$ cat src/rtl/alu_muldiv_pkg.sv
// Shared definitions for the iterative RV32M multiply/divide unit:
// default width, funct3 encodings, FSM state encoding and op-class helper.
package alu_muldiv_pkg;

  localparam int XLEN_DEFAULT = 32;

  localparam logic [2:0] FN_MUL    = 3'd0;
  localparam logic [2:0] FN_MULH   = 3'd1;
  localparam logic [2:0] FN_MULHSU = 3'd2;
  localparam logic [2:0] FN_MULHU  = 3'd3;
  localparam logic [2:0] FN_DIV    = 3'd4;
  localparam logic [2:0] FN_DIVU   = 3'd5;
  localparam logic [2:0] FN_REM    = 3'd6;
  localparam logic [2:0] FN_REMU   = 3'd7;

  typedef enum logic [1:0] {
    IDLE = 2'd0,
    BUSY = 2'd1,
    DONE = 2'd2
  } state_t;

  function automatic logic is_div(input logic [2:0] fn);
    return fn[2];
  endfunction

endpackage

$ cat src/rtl/alu_muldiv_negate.sv
// Conditional two's-complement negation.
//   value   : input operand (W bits)
//   neg     : 1 = return -value, 0 = pass through
//   result  : output (W bits)
module alu_muldiv_negate #(
  parameter int W = 32
) (
  input  logic [W-1:0] value,
  input  logic         neg,
  output logic [W-1:0] result
);

  assign result = neg ? (~value + W'(1)) : value;

endmodule

$ cat src/rtl/alu_muldiv_unit.sv
// Iterative RV32M multiply/divide unit (shift-add multiply, restoring divide).
// One iteration per cycle for XLEN cycles; result returned via valid/ready.
// Ports:
//   clock, reset                 : clock, synchronous active-high reset
//   io_req_valid/io_req_ready    : request handshake
//   io_req_fn                    : funct3 opcode (MUL..REMU)
//   io_alu_a, io_alu_b           : operands (A from the rs1 mux)
//   io_kill                      : flush, abandons any operation in flight
//   io_resp_valid/io_resp_ready  : response handshake
//   io_resp_data                 : result
// Build option: ALU_MULDIV_EARLY_OUT_EN lets divide-by-zero and signed
// overflow divides go straight to DONE with the special result.
module alu_muldiv_unit
  import alu_muldiv_pkg::*;
#(
  parameter int XLEN = XLEN_DEFAULT
) (
  input  logic            clock,
  input  logic            reset,
  input  logic            io_req_valid,
  output logic            io_req_ready,
  input  logic [2:0]      io_req_fn,
  input  logic [XLEN-1:0] io_alu_a,
  input  logic [XLEN-1:0] io_alu_b,
  input  logic            io_kill,
  output logic            io_resp_valid,
  input  logic            io_resp_ready,
  output logic [XLEN-1:0] io_resp_data
);

  localparam int CW = $clog2(XLEN);

`ifdef ALU_MULDIV_EARLY_OUT_EN
  localparam logic EARLY_OUT = 1'b1;
`else
  localparam logic EARLY_OUT = 1'b0;
`endif

  state_t state, state_nxt;

  logic [2:0]      fn_q;
  logic [XLEN-1:0] acc_hi, acc_lo, mb;
  logic            res_neg;
  logic [CW-1:0]   cnt;
  logic [XLEN-1:0] resp_data;

  // ---- request decode -------------------------------------------------
  logic            a_sgn, b_sgn, a_neg, b_neg, b_zero, ovf, fast, accept, neg;
  logic [XLEN-1:0] a_abs, b_abs, special;

  assign a_sgn  = (io_req_fn == FN_MULH) || (io_req_fn == FN_MULHSU) ||
                  (io_req_fn == FN_DIV)  || (io_req_fn == FN_REM);
  assign b_sgn  = (io_req_fn == FN_MULH) || (io_req_fn == FN_DIV) ||
                  (io_req_fn == FN_REM);
  assign a_neg  = a_sgn && io_alu_a[XLEN-1];
  assign b_neg  = b_sgn && io_alu_b[XLEN-1];
  assign b_zero = (io_alu_b == '0);
  assign ovf    = is_div(io_req_fn) && b_sgn &&
                  (io_alu_a == {1'b1, {(XLEN-1){1'b0}}}) && (io_alu_b == '1);
  assign fast   = is_div(io_req_fn) && (b_zero || ovf);
  assign accept = (state == IDLE) && io_req_valid && !io_kill;

  // One sign flag covers every op: product sign, quotient sign (suppressed
  // for a zero divisor so the all-ones quotient survives), or the
  // dividend's sign for remainders. A zero divisor leaves |A| in the
  // remainder, so the dividend's sign restores the original A.
  always_comb begin
    neg = a_neg ^ b_neg;
    if (is_div(io_req_fn)) begin
      if (io_req_fn[1]) neg = a_neg;
      else              neg = (a_neg ^ b_neg) && !b_zero;
    end
  end

  // Early-out results: bit 1 of funct3 selects remainder over quotient.
  assign special = b_zero ? (io_req_fn[1] ? io_alu_a : '1)
                          : (io_req_fn[1] ? '0 : io_alu_a);

  alu_muldiv_negate #(.W(XLEN)) u_abs_a (.value(io_alu_a), .neg(a_neg), .result(a_abs));
  alu_muldiv_negate #(.W(XLEN)) u_abs_b (.value(io_alu_b), .neg(b_neg), .result(b_abs));

  // ---- iteration step -------------------------------------------------
  logic [XLEN:0]     mul_sum, div_shift, div_diff;
  logic [XLEN-1:0]   hi_nxt, lo_nxt, result;
  logic [2*XLEN-1:0] fix_in, fix_out;

  assign mul_sum   = {1'b0, acc_hi} + (acc_lo[0] ? {1'b0, mb} : '0);
  assign div_shift = {acc_hi, acc_lo[XLEN-1]};
  assign div_diff  = div_shift - {1'b0, mb};

  always_comb begin
    hi_nxt = '0;
    lo_nxt = '0;
    if (is_div(fn_q)) begin
      // Restoring step: a borrow means the trial subtract is discarded.
      hi_nxt = div_diff[XLEN] ? div_shift[XLEN-1:0] : div_diff[XLEN-1:0];
      lo_nxt = {acc_lo[XLEN-2:0], ~div_diff[XLEN]};
    end else begin
      {hi_nxt, lo_nxt} = {mul_sum, acc_lo[XLEN-1:1]};
    end
  end

  assign fix_in = is_div(fn_q) ? {{XLEN{1'b0}}, (fn_q[1] ? hi_nxt : lo_nxt)}
                               : {hi_nxt, lo_nxt};

  alu_muldiv_negate #(.W(2*XLEN)) u_fix (.value(fix_in), .neg(res_neg), .result(fix_out));

  assign result = ((fn_q == FN_MUL) || is_div(fn_q)) ? fix_out[XLEN-1:0]
                                                    : fix_out[2*XLEN-1:XLEN];

  // ---- FSM ------------------------------------------------------------
  always_ff @(posedge clock) begin
    if (reset) state <= IDLE;
    else       state <= state_nxt;
  end

  always_comb begin
    state_nxt = state;
    case (state)
      IDLE: if (accept) state_nxt = (EARLY_OUT && fast) ? DONE : BUSY;
      BUSY: if (cnt == CW'(XLEN-1)) state_nxt = DONE;
      DONE: if (io_resp_ready) state_nxt = IDLE;
      default: state_nxt = IDLE;
    endcase
    if (io_kill) state_nxt = IDLE;
  end

  // ---- datapath -------------------------------------------------------
  always_ff @(posedge clock) begin
    if (reset) begin
      fn_q      <= '0;
      acc_hi    <= '0;
      acc_lo    <= '0;
      mb        <= '0;
      res_neg   <= 1'b0;
      cnt       <= '0;
      resp_data <= '0;
    end else if (accept) begin
      fn_q    <= io_req_fn;
      acc_hi  <= '0;
      acc_lo  <= a_abs;
      mb      <= b_abs;
      res_neg <= neg;
      cnt     <= '0;
      if (EARLY_OUT && fast) resp_data <= special;
    end else if (state == BUSY) begin
      acc_hi <= hi_nxt;
      acc_lo <= lo_nxt;
      cnt    <= cnt + CW'(1);
      if (cnt == CW'(XLEN-1)) resp_data <= result;
    end
  end

  assign io_req_ready  = (state == IDLE);
  assign io_resp_valid = (state == DONE);
  assign io_resp_data  = resp_data;

endmodule
$ cat config.mk
export PLATFORM = sky130hd
export DESIGN_NAME = alu_muldiv_unit
export DESIGN_NICKNAME = d
export VERILOG_FILES = /design/src/rtl/alu_muldiv_pkg.sv /design/src/rtl/alu_muldiv_negate.sv /design/src/rtl/alu_muldiv_unit.sv
export SDC_FILE = /design/constraint.sdc
export NUM_CORES = 1
export LEC_CHECK = 0
export CORE_MARGIN = 3
export CORE_UTILIZATION = 60
export DETAILED_ROUTE_END_ITERATION = 10
export PLACE_DENSITY_LB_ADDON = 0.3
export SETUP_SLACK_MARGIN = 0.05
export SLEW_MARGIN = 40
export SYNTH_ARGS = -nofsm -noshare
export SYNTH_HDL_FRONTEND = slang
export SYNTH_SLANG_ARGS = --single-unit
export TNS_END_PERCENT = 1
$ cat constraint.sdc
create_clock -name clock -period 9.25 [get_ports clock]
set_clock_uncertainty 0.05 [all_clocks]
set_input_delay 1.3875 -clock clock [delete_from_list [all_inputs] [get_ports clock]]
set_output_delay 1.3875 -clock clock [all_outputs]
set_load 0.03 [all_outputs]
==> results of run 1 <==
[cells by family (layout without fill, tap and decap cells)]
family | count (synthesis) | count (layout) | share of synthesized area, %
AND/OR/NAND/NOR | 751 | 751 | 25.2
multiplexers | 49 | 49 | 3.52
XOR/XNOR | 134 | 134 | 8.08
AO/OA/AOI/OAI | 691 | 691 | 32.5
buffers and inverters | 193 | 221 | 5.37
adder cells (fa/ha/maj) | 71 | 71 | 6.22
flip-flops | 139 | 139 | 19.2
[sequential cells by signal, summed over array words and instances (netlist names)]
register      flops
acc_hi           32
acc_lo           32
cnt               5
fn_q              3
io_resp_data     32
mb               32
res_neg           1
state             2
[cell usage in the layout, fill, tap and decap left out, types with 64 or more instances in the layout]
cell and n:
nor2_1 245, nand2_1 193, a21oi_1 170, dfxtp_1 136
o21ai_0 135, clkdlybuf4s50_1 104, a211oi_1 76, xnor2_1 71
ha_1 69, inv_1 64
[worst min-delay path, delay by kind of cell, from the launching register on]
family	cells	cell delay (ps)
AOI/OAI and AO/OA	1	60
and+or+nand+nor	1	50
DFF	1	320
[final timing paths]
path,startpoint,to,slack (ps),cells past startpoint
worst min-delay path,cnt[4]$_SDFFE_PP0P_,cnt[4]$_SDFFE_PP0P_,420,2
worst min register to register,cnt[4]$_SDFFE_PP0P_,cnt[4]$_SDFFE_PP0P_,420,2
worst max register to register,acc_hi[12]$_SDFFE_PP0P_,io_resp_data[8]$_SDFFE_PP0P_,3050,14
worst max-delay path,acc_hi[12]$_SDFFE_PP0P_,io_resp_data[8]$_SDFFE_PP0P_,3050,14
[final cells by class]
class,count,share of cell area [%]
Timing Repair Buffer,124,7.34
Inverter,65,1.51
Clock buffer,18,2.71
Tap cell,319,2.46
Clock inverter,14,0.896
Multi-Input combinational cell,1696,67.9
Sequential cell,139,17.2
[power by group through the flow]
stage               combinational [µW]  sequential (µW)  clock, µW
floorplan                          616              658          0
global placement                   857              683          0
detailed placement                 868              685          0
CTS                                874              671        719
global route                       969              677        741
finish                             912              676        726
[stage by stage]
stage	utilization [%]	instance area [µm²]	total power, µW	setup slack, ps	std cells
2_1_floorplan	-	14500	1270	4410	2028
3_3_place_gp	66.0	15600	1540	3360	2342
3_5_place_dp	66.1	15600	1550	3310	2343
4_1_cts	68.6	16200	2260	3280	2375
5_1_grt	68.6	16200	2390	2860	2375
6_report	68.6	16200	2310	3050	2375
[layer usage]
| metal | wire, µm | GRT usage (%) | part of all wire [%] |
|---|---|---|---|
| met1 | 22700 | 57.8 | 40 |
| met2 | 23400 | 63.1 | 41 |
| met3 | 7610 | 10.5 | 13 |
| met4 | 3530 | 21.2 | 6.2 |
| met5 | 13 | 0 | 0.023 |
==> report_table.html, run 1 <==
<table>
<tr><th>Metric</th><th>Value</th></tr>
<tr><th colspan="2">Global route</th></tr>
<tr><td>Number of antenna violations at the first check in global routing</td><td>1</td></tr>
<tr><td>Total track usage</td><td>between 40% and 50%</td></tr>
<tr><td>First-pass GRT wire length</td><td>approximately 87000 µm</td></tr>
<tr><td>Vias in the first global route</td><td>15000</td></tr>
<tr><td>Pin count of the biggest net entering global routing</td><td>just over 90</td></tr>
<tr><td>Total gr overflow</td><td>0</td></tr>
<tr><th colspan="2">Routing</th></tr>
<tr><td>First-pass iteration count of the detailed router</td><td>9</td></tr>
<tr><td>Iter 0 DRT Violations</td><td>2550</td></tr>
<tr><td>Number of routed nets with antenna violations</td><td>0</td></tr>
<tr><td>Per-cell routed wire length</td><td>between 20 and 25 µm</td></tr>
<tr><td>Total wirelength of the detailed-routed design</td><td>57300 µm</td></tr>
<tr><td>DRC Markers</td><td>0</td></tr>
<tr><td>Via density per instance</td><td>7.01</td></tr>
<tr><td>DR vias</td><td>16700</td></tr>
<tr><th colspan="2">Synth</th></tr>
<tr><td>Cell types with the largest area share after synthesis</td><td>dfxtp_1 (19%), nor2_1 (6.4%), ha_1 (5.9%)</td></tr>
<tr><td>Number of enable-type register cells in the synthesized netlist</td><td>0</td></tr>
<tr><td>Area share of the largest cell type after synthesis</td><td>19.2%</td></tr>
<tr><td>Nets in the synthesized netlist</td><td>~2200</td></tr>
<tr><td>Predominant post-synthesis flop cell</td><td>dfxtp_1</td></tr>
<tr><td>Syn avg cell area</td><td>just over 7 µm²</td></tr>
<tr><td>Sequential element share of the synthesized area</td><td>19.2%</td></tr>
<tr><td>Synthesis Warnings</td><td>0</td></tr>
<tr><td>Async set-reset flop share out of synthesis</td><td>0%</td></tr>
<tr><td>Top-count cell post-synth</td><td>nor2_1</td></tr>
<tr><td>Cell count after synthesis</td><td>just over 2000</td></tr>
<tr><td>Synth Register Bits</td><td>about 140</td></tr>
<tr><td>Distinct cell type count of the synthesized netlist</td><td>slightly above 100</td></tr>
<tr><td>Post-synth top cells</td><td>nor2_1 (247), nand2_1 (193), a21oi_1 (170), dfxtp_1 (139), o21ai_0 (135)</td></tr>
<tr><td>Post-synthesis instance area</td><td>14500 µm²</td></tr>
<tr><td>Library cell with the largest summed area after synthesis</td><td>dfxtp_1</td></tr>
<tr><th colspan="2">Clock network</th></tr>
<tr><td>Inserted Clock Buffers</td><td>17</td></tr>
<tr><td>Clock latency of the later-clocked register in the worst-skew pair</td><td>approximately 440 ps</td></tr>
<tr><td>Cell chosen for the clock root</td><td>clkbuf_16</td></tr>
<tr><td>Number of resized instances in the post-cts repair step</td><td>0</td></tr>
<tr><td>TritonCTS clock tree</td><td>built</td></tr>
<tr><td>Clock-pin transition on the worst setup and hold timing paths</td><td>approximately 80 ps</td></tr>
<tr><td>Clock net sink count</td><td>roughly 140</td></tr>
<tr><td>Post-CTS setup buffer count</td><td>0</td></tr>
<tr><td>Max clock buf depth</td><td>2</td></tr>
<tr><td>Maximum level of the CTS H-tree</td><td>4</td></tr>
<tr><td>Hold Buf Count CTS</td><td>0</td></tr>
<tr><th colspan="2">Critical path</th></tr>
<tr><td>Top cell by count, worst path</td><td>o31ai_1</td></tr>
<tr><td>Type of the setup path with the least slack</td><td>reg2reg</td></tr>
<tr><td>Kind of capture point of the worst setup path</td><td>register</td></tr>
<tr><td>Kind of cell adding the most delay to the critical path</td><td>compound AO/OA/AOI/OAI gates</td></tr>
<tr><td>Slowest Stage Delay on Critical Path</td><td>about 870 ps</td></tr>
<tr><td>Cell with the largest stage delay on the worst path</td><td>or4b_1</td></tr>
<tr><td>Largest driver fanout on the critical path</td><td>27</td></tr>
<tr><td>CP Buf/Inv Count</td><td>0</td></tr>
<tr><td>Required time reported for the critical path endpoint</td><td>9540 ps</td></tr>
<tr><td>WP data arrival</td><td>6490 ps</td></tr>
<tr><td>Worst setup SP type</td><td>register</td></tr>
<tr><td>Cell-by-cell listing of the critical path</td><td>ha_1, a21oi_2, o211ai_2, a21o_1, o211a_4, o21ai_4, nand2_2, o31ai_1, a41oi_1, or3_1, or4b_1, o31ai_1, xor2_1, a221oi_1</td></tr>
<tr><th colspan="2">Worst hold path</th></tr>
<tr><td>Class of the tightest hold or removal check</td><td>reg2reg</td></tr>
<tr><th colspan="2">Floorplan</th></tr>
<tr><td>Starting density of the core</td><td>61.5%</td></tr>
<tr><td>I/O pin cnt</td><td>between 100 and 150</td></tr>
<tr><td>Height of the chip</td><td>~160 µm</td></tr>
<tr><td>Placeable core region</td><td>~24000 µm²</td></tr>
<tr><td>Standard-cell rows</td><td>56</td></tr>
<tr><td>Die width</td><td>approximately 160 µm</td></tr>
<tr><td>Die Area</td><td>around 26000 µm²</td></tr>
<tr><th colspan="2">Finish</th></tr>
<tr><td>Sequential cell area in the final layout</td><td>between 2000 and 3000 µm²</td></tr>
<tr><td>Share of post-route cells with drive strength above 1</td><td>6.37%</td></tr>
<tr><td>Total of fill cells in the finished design</td><td>~2000</td></tr>
<tr><td>Nets</td><td>between 2000 and 2500</td></tr>
<tr><td>Layout-stage area growth over the synthesis result</td><td>11.6%</td></tr>
<tr><td>Area taken by multi-input logic gates</td><td>~11000 µm²</td></tr>
<tr><td>Diodes inserted</td><td>0</td></tr>
<tr><th colspan="2">Timing</th></tr>
<tr><td>Final hold violation count</td><td>0</td></tr>
<tr><td>Time the final worst path needs with I/O delays and setup</td><td>roughly 6200 ps</td></tr>
<tr><td>Number of max-slew violations in the final report</td><td>0</td></tr>
<tr><td>Post-route setup TNS</td><td>0 ps</td></tr>
<tr><td>Transition at the pin with the smallest max-transition slack</td><td>about 850 ps</td></tr>
<tr><td>Setup repair after global routing missed its margin</td><td>false</td></tr>
<tr><td>Max frequency</td><td>roughly 160 MHz</td></tr>
<tr><td>Final hold slack</td><td>~420 ps</td></tr>
<tr><td>Setup Viol. Count Final</td><td>0</td></tr>
<tr><td>Tightest slew margin relative to the limit</td><td>between 40 and 50%</td></tr>
<tr><td>Period Utilization, post-route</td><td>between 60% and 70%</td></tr>
<tr><th colspan="2">Power</th></tr>
<tr><td>Sequential cell fraction of total power</td><td>a little under 30%</td></tr>
<tr><td>Net switching component of the power</td><td>around 1000 µW</td></tr>
<tr><td>Worst vdd rail ir drop</td><td>between 0.1 and 0.15 mV</td></tr>
<tr><td>Internal Dissipation</td><td>~1300 µW</td></tr>
<tr><td>Clk pwr share</td><td>between 30% and 40%</td></tr>
<tr><td>Fraction of power spent switching nets</td><td>43.0%</td></tr>
<tr><td>Part of the power in combinational logic</td><td>39.4%</td></tr>
<tr><td>Static power due to leakage</td><td>0.00608 µW</td></tr>
<tr><td>Power density over cell area</td><td>approximately 140 nW/µm²</td></tr>
<tr><th colspan="2">Placement</th></tr>
<tr><td>GP Congestion</td><td>around 1.1</td></tr>
<tr><td>Detail Placement HPWL</td><td>between 40000 and 50000 µm</td></tr>
<tr><td>Number of port buffers</td><td>around 110</td></tr>
<tr><th colspan="2">Status</th></tr>
<tr><td>Status</td><td>finished, final reports clean</td></tr>
<tr><th colspan="2">Job</th></tr>
<tr><td>Reported max-cap violation count</td><td>0</td></tr>
</table>
Power figures use the tool's default switching activity.
==> run 2: changes to the inputs <==
==> constraint.sdc (replaced) <==
create_clock -name clock -period 5.9 [get_ports clock]
set_clock_uncertainty 0.05 [all_clocks]
set_input_delay 0.885 -clock clock [delete_from_list [all_inputs] [get_ports clock]]
set_output_delay 0.885 -clock clock [all_outputs]
set_load 0.03 [all_outputs]
==> run 2 against run 1 <==
  * Setup slack lost 2600 ps
  * Fmax grew 13%
  * Clock power grew 52%
  * Sequential power grew 55%
  * Largest cell class unchanged
  * Power grew 58%
  * Hold slack lost 21 ps
  * Sequential cell count is the same
  * Cell count grew 2.4%
  * Highest routed layer is now met4
  * Die area is the same
==> report_table.html, run 2 (synthesis gave the netlist of run 1 again) <==
<table>
<tr><th>Metric</th><th>Value</th></tr>
<tr><th colspan="2">Finish</th></tr>
<tr><td>Total of fill cells in the finished design</td><td>2015 (was 2049)</td></tr>
<tr><td>Leading cell types in the layout, fill and taps excluded</td><td>nor2_1 (244), nand2_1 (193), a21oi_1 (170) (was nor2_1 (245), nand2_1 (193), a21oi_1 (170))</td></tr>
<tr><td>Commonest non-fill, non-tap cell in the layout</td><td>nor2_1 (unchanged)</td></tr>
<tr><td>Post-layout instance count excluding filler cells</td><td>2431 (was 2375)</td></tr>
<tr><td>Area taken by multi-input logic gates</td><td>11000 µm² (about the same)</td></tr>
<tr><td>Nets</td><td>2242 (was 2186)</td></tr>
<tr><td>Sequential cell area in the final layout</td><td>2790 µm² (unchanged)</td></tr>
<tr><td>Layout-stage area growth over the synthesis result</td><td>14.6% (was 11.6%)</td></tr>
<tr><td>Diodes inserted</td><td>0 (unchanged)</td></tr>
<tr><td>Share of post-route cells with drive strength above 1</td><td>9.00% (was 6.37%)</td></tr>
<tr><th colspan="2">Timing</th></tr>
<tr><td>Final hold slack</td><td>400 ps (was 421 ps)</td></tr>
<tr><td>Tightest slew margin relative to the limit</td><td>40.8% (was 42.1%)</td></tr>
<tr><td>Period Utilization, post-route</td><td>93.2% (was 67.1%)</td></tr>
<tr><td>Transition at the pin with the smallest max-transition slack</td><td>875 ps (was 846 ps)</td></tr>
<tr><td>Time the final worst path needs with I/O delays and setup</td><td>5500 ps (was 6200 ps)</td></tr>
<tr><td>Setup Viol. Count Final</td><td>0 (unchanged)</td></tr>
<tr><td>Final hold violation count</td><td>0 (unchanged)</td></tr>
<tr><td>Number of max-slew violations in the final report</td><td>0 (unchanged)</td></tr>
<tr><td>Post-route setup TNS</td><td>0 ps (unchanged)</td></tr>
<tr><td>Setup repair after global routing missed its margin</td><td>false (unchanged)</td></tr>
<tr><td>Max frequency</td><td>182 MHz (was 161 MHz)</td></tr>
<tr><th colspan="2">Critical path</th></tr>
<tr><td>WP data arrival</td><td>5810 ps (was 6490 ps)</td></tr>
<tr><td>Reg-to-reg critical path startpoint</td><td>acc_lo[0]$_SDFFE_PP0P_ (was acc_hi[12]$_SDFFE_PP0P_)</td></tr>
<tr><td>Type of the setup path with the least slack</td><td>reg2reg (unchanged)</td></tr>
<tr><td>Cell-by-cell listing of the critical path</td><td>and2_1, ha_1, fa_1, a21oi_1, o31ai_1, a211oi_1, o31a_1, o21ai_0, a221o_1, xor2_1, nand2_1, or4b_1, nor3_1, mux2_2, o31ai_1 (was ha_1, a21oi_2, o211ai_2, a21o_1, o211a_4, o21ai_4, nand2_2, o31ai_1, a41oi_1, or3_1, or4b_1, o31ai_1, xor2_1, a221oi_1)</td></tr>
<tr><td>Largest driver fanout on the critical path</td><td>20 (was 27)</td></tr>
<tr><td>Worst setup SP type</td><td>register (unchanged)</td></tr>
<tr><td>Kind of capture point of the worst setup path</td><td>register (unchanged)</td></tr>
<tr><td>Worst Reg-to-Reg Cells</td><td>15 (was 14)</td></tr>
<tr><td>Register-to-register path setup slack</td><td>400 ps (was 3050 ps)</td></tr>
<tr><td>Critical register-to-register path endpoint</td><td>io_resp_data[29]$_SDFFE_PP0P_ (was io_resp_data[8]$_SDFFE_PP0P_)</td></tr>
<tr><td>Cell with the largest stage delay on the worst path</td><td>or4b_1 (unchanged)</td></tr>
<tr><td>Top cell by count, worst path</td><td>o31ai_1 (unchanged)</td></tr>
<tr><td>Required time reported for the critical path endpoint</td><td>6210 ps (was 9540 ps)</td></tr>
<tr><td>Slowest Stage Delay on Critical Path</td><td>620 ps (was 870 ps)</td></tr>
<tr><th colspan="2">Global route</th></tr>
<tr><td>Pin count of the biggest net entering global routing</td><td>82 (was 93)</td></tr>
<tr><td>First-pass GRT wire length</td><td>88700 µm (was 87000 µm)</td></tr>
<tr><td>Total gr overflow</td><td>0 (unchanged)</td></tr>
<tr><td>Vias in the first global route</td><td>15300 (was 15000)</td></tr>
<tr><td>Total track usage</td><td>43.6% (was 42.6%)</td></tr>
<tr><td>Number of antenna violations at the first check in global routing</td><td>1 (unchanged)</td></tr>
<tr><th colspan="2">Floorplan</th></tr>
<tr><td>Placeable core region</td><td>23600 µm² (unchanged)</td></tr>
<tr><td>Standard-cell rows</td><td>56 (unchanged)</td></tr>
<tr><td>Die Area</td><td>26100 µm² (unchanged)</td></tr>
<tr><td>Starting density of the core</td><td>61.5% (unchanged)</td></tr>
<tr><td>Die width</td><td>162 µm (unchanged)</td></tr>
<tr><td>I/O pin cnt</td><td>106 (unchanged)</td></tr>
<tr><td>Height of the chip</td><td>162 µm (unchanged)</td></tr>
<tr><th colspan="2">Clock network</th></tr>
<tr><td>Clock net sink count</td><td>139 (unchanged)</td></tr>
<tr><td>Hold Buf Count CTS</td><td>0 (unchanged)</td></tr>
<tr><td>Inserted Clock Buffers</td><td>17 (unchanged)</td></tr>
<tr><td>Clock latency of the later-clocked register in the worst-skew pair</td><td>450 ps (was 440 ps)</td></tr>
<tr><td>Clock-pin transition on the worst setup and hold timing paths</td><td>80 ps (about the same)</td></tr>
<tr><td>Max clock buf depth</td><td>2 (unchanged)</td></tr>
<tr><td>Cell chosen for the clock root</td><td>clkbuf_16 (unchanged)</td></tr>
<tr><td>TritonCTS clock tree</td><td>built (unchanged)</td></tr>
<tr><td>Maximum level of the CTS H-tree</td><td>4 (unchanged)</td></tr>
<tr><th colspan="2">Routing</th></tr>
<tr><td>Iter 0 DRT Violations</td><td>3054 (was 2550)</td></tr>
<tr><td>Number of routed nets with antenna violations</td><td>0 (unchanged)</td></tr>
<tr><td>Total wirelength of the detailed-routed design</td><td>59100 µm (was 57300 µm)</td></tr>
<tr><td>First-pass iteration count of the detailed router</td><td>9 (unchanged)</td></tr>
<tr><td>DRC Markers</td><td>0 (unchanged)</td></tr>
<tr><td>Per-cell routed wire length</td><td>24.3 µm (was 24.1 µm)</td></tr>
<tr><td>DR vias</td><td>16900 (was 16700)</td></tr>
<tr><td>Via density per instance</td><td>6.95 (was 7.01)</td></tr>
<tr><th colspan="2">Worst hold path</th></tr>
<tr><td>Hold Crit Start</td><td>io_resp_data[29]$_SDFFE_PP0P_ (was cnt[4]$_SDFFE_PP0P_)</td></tr>
<tr><td>Count of cells along the worst hold path</td><td>2 (unchanged)</td></tr>
<tr><td>Class of the tightest hold or removal check</td><td>reg2reg (unchanged)</td></tr>
<tr><td>Hold Path Sink</td><td>io_resp_data[29]$_SDFFE_PP0P_ (was cnt[4]$_SDFFE_PP0P_)</td></tr>
<tr><th colspan="2">Power</th></tr>
<tr><td>Static power due to leakage</td><td>0.00636 µW (was 0.00608 µW)</td></tr>
<tr><td>Power density over cell area</td><td>220 nW/µm² (was 143 nW/µm²)</td></tr>
<tr><td>Worst vdd rail ir drop</td><td>0.193 mV (was 0.123 mV)</td></tr>
<tr><th colspan="2">Placement</th></tr>
<tr><td>Number of port buffers</td><td>105 (unchanged)</td></tr>
<tr><td>GP Congestion</td><td>1.12 (was 1.05)</td></tr>
<tr><td>Inst Count DP</td><td>2394 (was 2343)</td></tr>
<tr><td>Detail Placement HPWL</td><td>46200 µm (was 43700 µm)</td></tr>
<tr><th colspan="2">Status</th></tr>
<tr><td>Status</td><td>finished, final reports clean (unchanged)</td></tr>
<tr><th colspan="2">Job</th></tr>
<tr><td>Reported max-cap violation count</td><td>0 (unchanged)</td></tr>
</table>
[run 2: per-layer routing]
metal | GRT usage [%] | part of all wire [%] | vias to the layer above
met1 | 58.6 | 39 | 7769
met2 | 65.0 | 41 | 1253
li1 | - | - | 7640
met5 | 0 | 0 | -
met3 | 10.6 | 14 | 239
met4 | 22.4 | 6.4 | 0
[run 2: worst max-delay path by stage]
stage                                  startpoint                            end  slack (ps)  depth (start not counted)
after floorplan           acc_lo[31]$_SDFFE_PP0P_   io_resp_data[4]$_SDFFE_PP0P_        1060                         22
after global placement         mb[5]$_SDFFE_PP0P_  io_resp_data[28]$_SDFFE_PP0P_         410                         18
after detailed placement       mb[5]$_SDFFE_PP0P_  io_resp_data[28]$_SDFFE_PP0P_         360                         18
after CTS                      mb[5]$_SDFFE_PP0P_  io_resp_data[28]$_SDFFE_PP0P_         350                         18
after global routing          mb[25]$_SDFFE_PP0P_  io_resp_data[29]$_SDFFE_PP0P_         120                         15
final                      acc_lo[0]$_SDFFE_PP0P_  io_resp_data[29]$_SDFFE_PP0P_         400                         15
[run 2: final cells by class]
type                       instances  share of cell area, %
multi-input combinational       1696                   66.2
sequential                       139                   16.8
timing repair buffer             180                   9.75
clock buffer                      17                   2.56
tap                              319                   2.40
inverter                          65                   1.47
clock inverter                    15                  0.880
[run 2: worst max-delay path: cells and delay by family (launching register included)]
family	cells	cell delay, ps
flops	1	560
simple gates	4	1400
mux	1	380
fa+ha+maj	2	560
compound gates	7	2250
xor+xnor	1	190
[run 2: where the power goes]
part | total (µW) | internal [µW] | switching (µW)
clock | 1100 | 562 | 540
combinational | 1510 | 517 | 988
sequential | 1050 | 982 | 68.6
total | 3660 | 2060 | 1600
[run 2: per-stage QoR]
step / worst slack, ps / cell area [µm²] / utilization, % / power (µW)
finish: 401 / 16600 / 70.4 / 3660
global route: 117 / 16600 / 70.4 / 3760
CTS: 352 / 16600 / 70.2 / 3560
detailed placement: 361 / 16000 / 67.7 / 2490
global placement: 407 / 16000 / 67.7 / 2480
floorplan: 1060 / 14500 / - / 2000
[run 2: repair_timing]
action	4_1_cts	5_1_grt
resized for setup	0	3
setup endpoints to repair	0	11
buffers inserted	0	4
endpoints found under the hold margin	0	0
